**src/rtl/iobus_timer.sv**
```systemverilog
// Memory-mapped interval timer on the MCU IOBUS: CTRL/COUNT/COMPARE/STATUS registers,
// prescaled tick, one-shot or auto-reload compare, level interrupt on MATCH & IE.
module iobus_timer #(
  parameter logic [31:0] BASE_ADDR  = 32'h1100_0200,
  parameter int          PRESCALE_W = 8
) (
  input  logic        CLK,
  input  logic        RESET,
  input  logic [31:0] IOBUS_ADDR,
  input  logic [31:0] IOBUS_OUT,
  input  logic        IOBUS_WR,
  output logic [31:0] RD_DATA,
  output logic        SEL,
  output logic        INTR
);

  localparam logic [PRESCALE_W-1:0] PCNT_ONE = 1;

  logic                  en_q, en_d;
  logic                  ie_q, ie_d;
  logic                  auto_q, auto_d;
  logic [PRESCALE_W-1:0] presc_q, presc_d;
  logic [PRESCALE_W-1:0] pcnt_q, pcnt_d;
  logic [31:0]           count_q, count_d;
  logic [31:0]           compare_q, compare_d;
  logic                  match_q, match_d;
  logic                  ovr_q, ovr_d;

  logic       wr_en, wr_ctrl, wr_count, wr_cmp, wr_status;
  logic       tick, hit;
  logic [1:0] off;
  logic       unused_addr_bits;

  assign unused_addr_bits = ^IOBUS_ADDR[1:0];

  assign SEL       = (IOBUS_ADDR[31:4] == BASE_ADDR[31:4]);
  assign off       = IOBUS_ADDR[3:2];
  assign wr_en     = IOBUS_WR & SEL;
  assign wr_ctrl   = wr_en & (off == 2'd0);
  assign wr_count  = wr_en & (off == 2'd1);
  assign wr_cmp    = wr_en & (off == 2'd2);
  assign wr_status = wr_en & (off == 2'd3);

  assign tick = en_q & (pcnt_q == presc_q);
  // A COUNT write in the same cycle overrides the compare, so it also suppresses the match.
  assign hit  = tick & ~wr_count & (count_q == compare_q);

  assign INTR = match_q & ie_q;

  always_comb begin
    en_d      = en_q;
    ie_d      = ie_q;
    auto_d    = auto_q;
    presc_d   = presc_q;
    pcnt_d    = pcnt_q;
    count_d   = count_q;
    compare_d = compare_q;
    match_d   = match_q & ~(wr_status & IOBUS_OUT[0]);
    ovr_d     = ovr_q & ~(wr_status & IOBUS_OUT[1]);

    if (wr_ctrl) begin
      en_d    = IOBUS_OUT[0];
      ie_d    = IOBUS_OUT[1];
      auto_d  = IOBUS_OUT[2];
      presc_d = IOBUS_OUT[8 +: PRESCALE_W];
    end else if (hit && !auto_q) begin
      en_d = 1'b0;
    end

    if (wr_ctrl || tick) pcnt_d = '0;
    else if (en_q)       pcnt_d = pcnt_q + PCNT_ONE;

    if (wr_count)      count_d = IOBUS_OUT;
    else if (hit)      count_d = auto_q ? 32'd0 : count_q;
    else if (tick)     count_d = count_q + 32'd1;

    if (wr_cmp) compare_d = IOBUS_OUT;

    // Hardware set beats W1C; OVERRUN looks at MATCH before any clear.
    if (hit) begin
      match_d = 1'b1;
      if (match_q) ovr_d = 1'b1;
    end
  end

  always_ff @(posedge CLK or posedge RESET) begin
    if (RESET) begin
      en_q      <= 1'b0;
      ie_q      <= 1'b0;
      auto_q    <= 1'b0;
      presc_q   <= '0;
      pcnt_q    <= '0;
      count_q   <= '0;
      compare_q <= '0;
      match_q   <= 1'b0;
      ovr_q     <= 1'b0;
    end else begin
      en_q      <= en_d;
      ie_q      <= ie_d;
      auto_q    <= auto_d;
      presc_q   <= presc_d;
      pcnt_q    <= pcnt_d;
      count_q   <= count_d;
      compare_q <= compare_d;
      match_q   <= match_d;
      ovr_q     <= ovr_d;
    end
  end

  always_comb begin
    RD_DATA = 32'd0;
    if (SEL) begin
      case (off)
        2'd0: begin
          RD_DATA[0]                = en_q;
          RD_DATA[1]                = ie_q;
          RD_DATA[2]                = auto_q;
          RD_DATA[8 +: PRESCALE_W]  = presc_q;
        end
        2'd1:    RD_DATA = count_q;
        2'd2:    RD_DATA = compare_q;
        default: RD_DATA = {30'd0, ovr_q, match_q};
      endcase
    end
  end

endmodule

```
**config.mk**
```make
export PLATFORM = sky130hd
export DESIGN_NAME = iobus_timer
export DESIGN_NICKNAME = d
export VERILOG_FILES = /design/src/rtl/iobus_timer.sv
export SDC_FILE = /design/constraint.sdc
export NUM_CORES = 1
export LEC_CHECK = 0
export CORE_ASPECT_RATIO = 0.9
export CORE_MARGIN = 2
export CORE_UTILIZATION = 30
export CTS_CLUSTER_DIAMETER = 200
export DETAILED_ROUTE_END_ITERATION = 8
export GPL_ROUTABILITY_DRIVEN = 0
export MAX_ROUTING_LAYER = met4
export PLACE_DENSITY = 0.61
export SYNTH_ARGS = -nofsm -noshare
export SYNTH_HDL_FRONTEND = slang
export SYNTH_SLANG_ARGS = --single-unit
```
**constraint.sdc**
```tcl
create_clock -name CLK -period 3.1 [get_ports CLK]
set_clock_uncertainty 0.05 [all_clocks]
set_input_delay 0.465 -clock CLK [delete_from_list [all_inputs] [get_ports CLK]]
set_output_delay 0.465 -clock CLK [all_outputs]
set_load 0.05 [all_outputs]
```
==> reports/qor.csv <==
metric,value,unit
Relative slew margins,59.8,%
overall power,2.54,mW
final-layout fill cell count,1842,
non-filler instance count after layout,976,
most used flip-flop cell after synthesis,dfrtp_1,
"Reg clk slew, reported paths",0.06,ns
# port buffers,98,
ANT nets after route,0,
# setup viols final,0,
global-route wire length before repair,27.7,mm
min Tclk post-route,2.97,ns
WL met2,7.94,mm
Leak Pwr,3.27,nW
CTS Hold Buffers Added,0,
Mapped Cells,638,
"top cells by area, synth","dfrtp_1 38%, mux2_2 8.0%, xor2_1 6.4%, a21oi_1 5.1%, nor2_1 4.9%",
share of post-route cells with drive strength above 1,20.4,%
reg2reg path depth,8,
first-pass iteration count of the detailed router,5,
row cnt,47,
Die Height,134,um
Cell Pwr Density,330,nW/um^2
Synth Warn #,0,
Mean Syn Cell Area,8.84,um^2
post-synth top area cell,dfrtp_1,
Worst Path Required,2.58,ns
clock tree sinks,85,
RSZ-0062 raised after global routing,no,
Initial Util,30.7,%
met1 wire length,7.99,mm
post-detailed-route via-to-cell ratio,5.30,
DP HPWL,12.8,mm
CTS buffer count,9,
Mapped Nets,712,
io pins,101,
pin count of the biggest net entering global routing,56,
wire length on met3,1.09,mm
Post-Route WL,17.3,mm
Avg WL per Cell,17.8,um
Clock Tree Root,clkbuf_16,
TritonCTS clock tree,done,
max layer used,met4,
initial DRC count,444,
"commonest non-fill, non-tap cell in the layout",dfrtp_1,
drt drc,0,
max-cap violations,0,
routed via count,5168,
Final Max Slew Viols,0,
initial antenna violation count,0,
Die W,149,um
Final Hold Viols,0,
setup TNS,0,ns
reg-to-reg critical path startpoint,count_q[0]$_DFFE_PP0P_,
H-Tree Level Count,3,
final net count,800,
number of global-route vias before repair,4982,
R2R Setup Slk,0.55,ns
most frequent cells in the layout,"85 x dfrtp_1, 65 x clkdlybuf4s50_1, 64 x nor2_1",
CP max FO,21,
Synth async-reset ratio,100,%
Worst setup EP type,output pin,
library cells used by synthesis,52,
Clock Tree Buf Depth,2,
gr ovfl total,0,
Max IR drop VDD,268,uV
period utilisation layout,95.9,%
Post-synth EDFFs,0,
Critical Path AT,2.46,ns
Crit Reg-Reg Endpoint,count_q[24]$_DFFE_PP0P_,
fin util,41.8,%
Core ar.,18400,um^2
sequential fraction of the synthesis area,37.7,%
#FFs+latches synth,85,
"Worst Path Class, Setup",input port to output pin,
Ant. Diodes,0,
nature of the critical path startpoint,input port,
Placed Cells,959,
worst-skew pair later-pin latency,0.35,ns
die area,19900,um^2
slew of the pin with the lowest slew margin,0.598,ns
status,"finished, final reports clean",
f_max,336,MHz
Tot GR Track Use,18.3,%
Worst Hold Class,input port to asynchronous set/reset pin,
Area Overhead vs Synth,36.5,%
Mapped Area,5640,um^2
top cell type's share of synthesized area,37.7,%
per-layer routing:
metal | vias to the layer above | global-route usage [%]
li1 | 2500 | -
met1 | 2471 | 24.6
met2 | 177 | 28.5
met3 | 20 | 3.67
met4 | 0 | 4.81
met5 | - | -
power breakdown:
| part | internal [mW] | leakage [nW] | switching (mW) |
|---|---|---|---|
| Clock | 0.809 | 0.167 | 0.444 |
| Combinational | 0.0971 | 2.08 | 0.0825 |
| Sequential | 1.11 | 1.02 | 0.000000302 |
worst max path at each step:
stage	startpoint	endpoint	slack [ns]
after global placement	IOBUS_ADDR[7]	pcnt_q[7]$_DFFE_PP0P_	0.13
after CTS	IOBUS_ADDR[5]	RD_DATA[18]	0.07
after floorplan	IOBUS_ADDR[5]	RD_DATA[16]	-0.17
after detailed placement	IOBUS_ADDR[5]	pcnt_q[7]$_DFFE_PP0P_	0.06
after global routing	IOBUS_ADDR[5]	RD_DATA[20]	0.02
final	IOBUS_ADDR[18]	RD_DATA[17]	0.13
repair_timing:
item | in CTS | in global routing
resized for setup | 0 | 2
buffers inserted | 0 | 1
endpoints found under the setup margin | 0 | 21
cell usage after synthesis (3+ instances only):
master / n
nand2b_1: 4
dfrtp_1: 85
mux2_2: 40
a22oi_1: 21
inv_1: 13
or3_1: 5
buf_2: 16
nor4_1: 14
o21ai_0: 55
and4_1: 7
ha_1: 7
nand2_1: 35
nand4_1: 13
nand3_1: 18
clkbuf_1: 33
o41ai_1: 8
nor2_1: 74
a21oi_1: 58
xnor2_1: 7
nor4b_1: 5
o31ai_1: 11
and3_1: 3
buf_6: 5
xor2_1: 41
a222oi_1: 11
clkbuf_2: 3
or4_1: 5
nor3_1: 3
and2_1: 7
kinds of logic after synthesis:
logic type      count (synthesis)  share of synthesized area [%]
fa+ha+maj                       7                           1.55
buf+inv                        70                           5.74
flops                          85                           37.7
compound gates                178                           19.6
xor+xnor                       48                           7.45
simple gates                  208                           19.6
mux                            42                           8.34
metrics by stage:
stage               hold slack (ns)  setup slack [ns]  instance area, um^2
finish                        0.433             0.126                 7700
global route                  0.479            0.0171                 7700
CTS                           0.438            0.0742                 7690
detailed placement            0.424            0.0567                 7340
global placement              0.415             0.130                 7340
floorplan                     0.400            -0.168                 5680
worst max-delay path: stages:
cell,delay (ns)
clkdlybuf4s50_1,0.39
or4_1,0.60
nor3_4,0.27
nand2_1,0.13
buf_12,0.17
nor2_1,0.23
buf_12,0.17
sequential cells by signal, summed over array words and instances (netlist names):
register,count
ovr_q,1
pcnt_q,8
compare_q,32
count_q,32
ie_q,1
presc_q,8
en_q,1
auto_q,1
match_q,1
area by class of cell:
type	count	area [um^2]	area share (%)
Multi-Input combinational cell	483	3230	42.0
Sequential cell	85	2130	27.6
Timing Repair Buffer	134	1640	21.3
Tap cell	245	307	3.98
Clock buffer	12	246	3.20
Clock inverter	4	95.1	1.23
Inverter	13	50.0	0.650
Note: power is estimated with default switching activity, not from simulation.
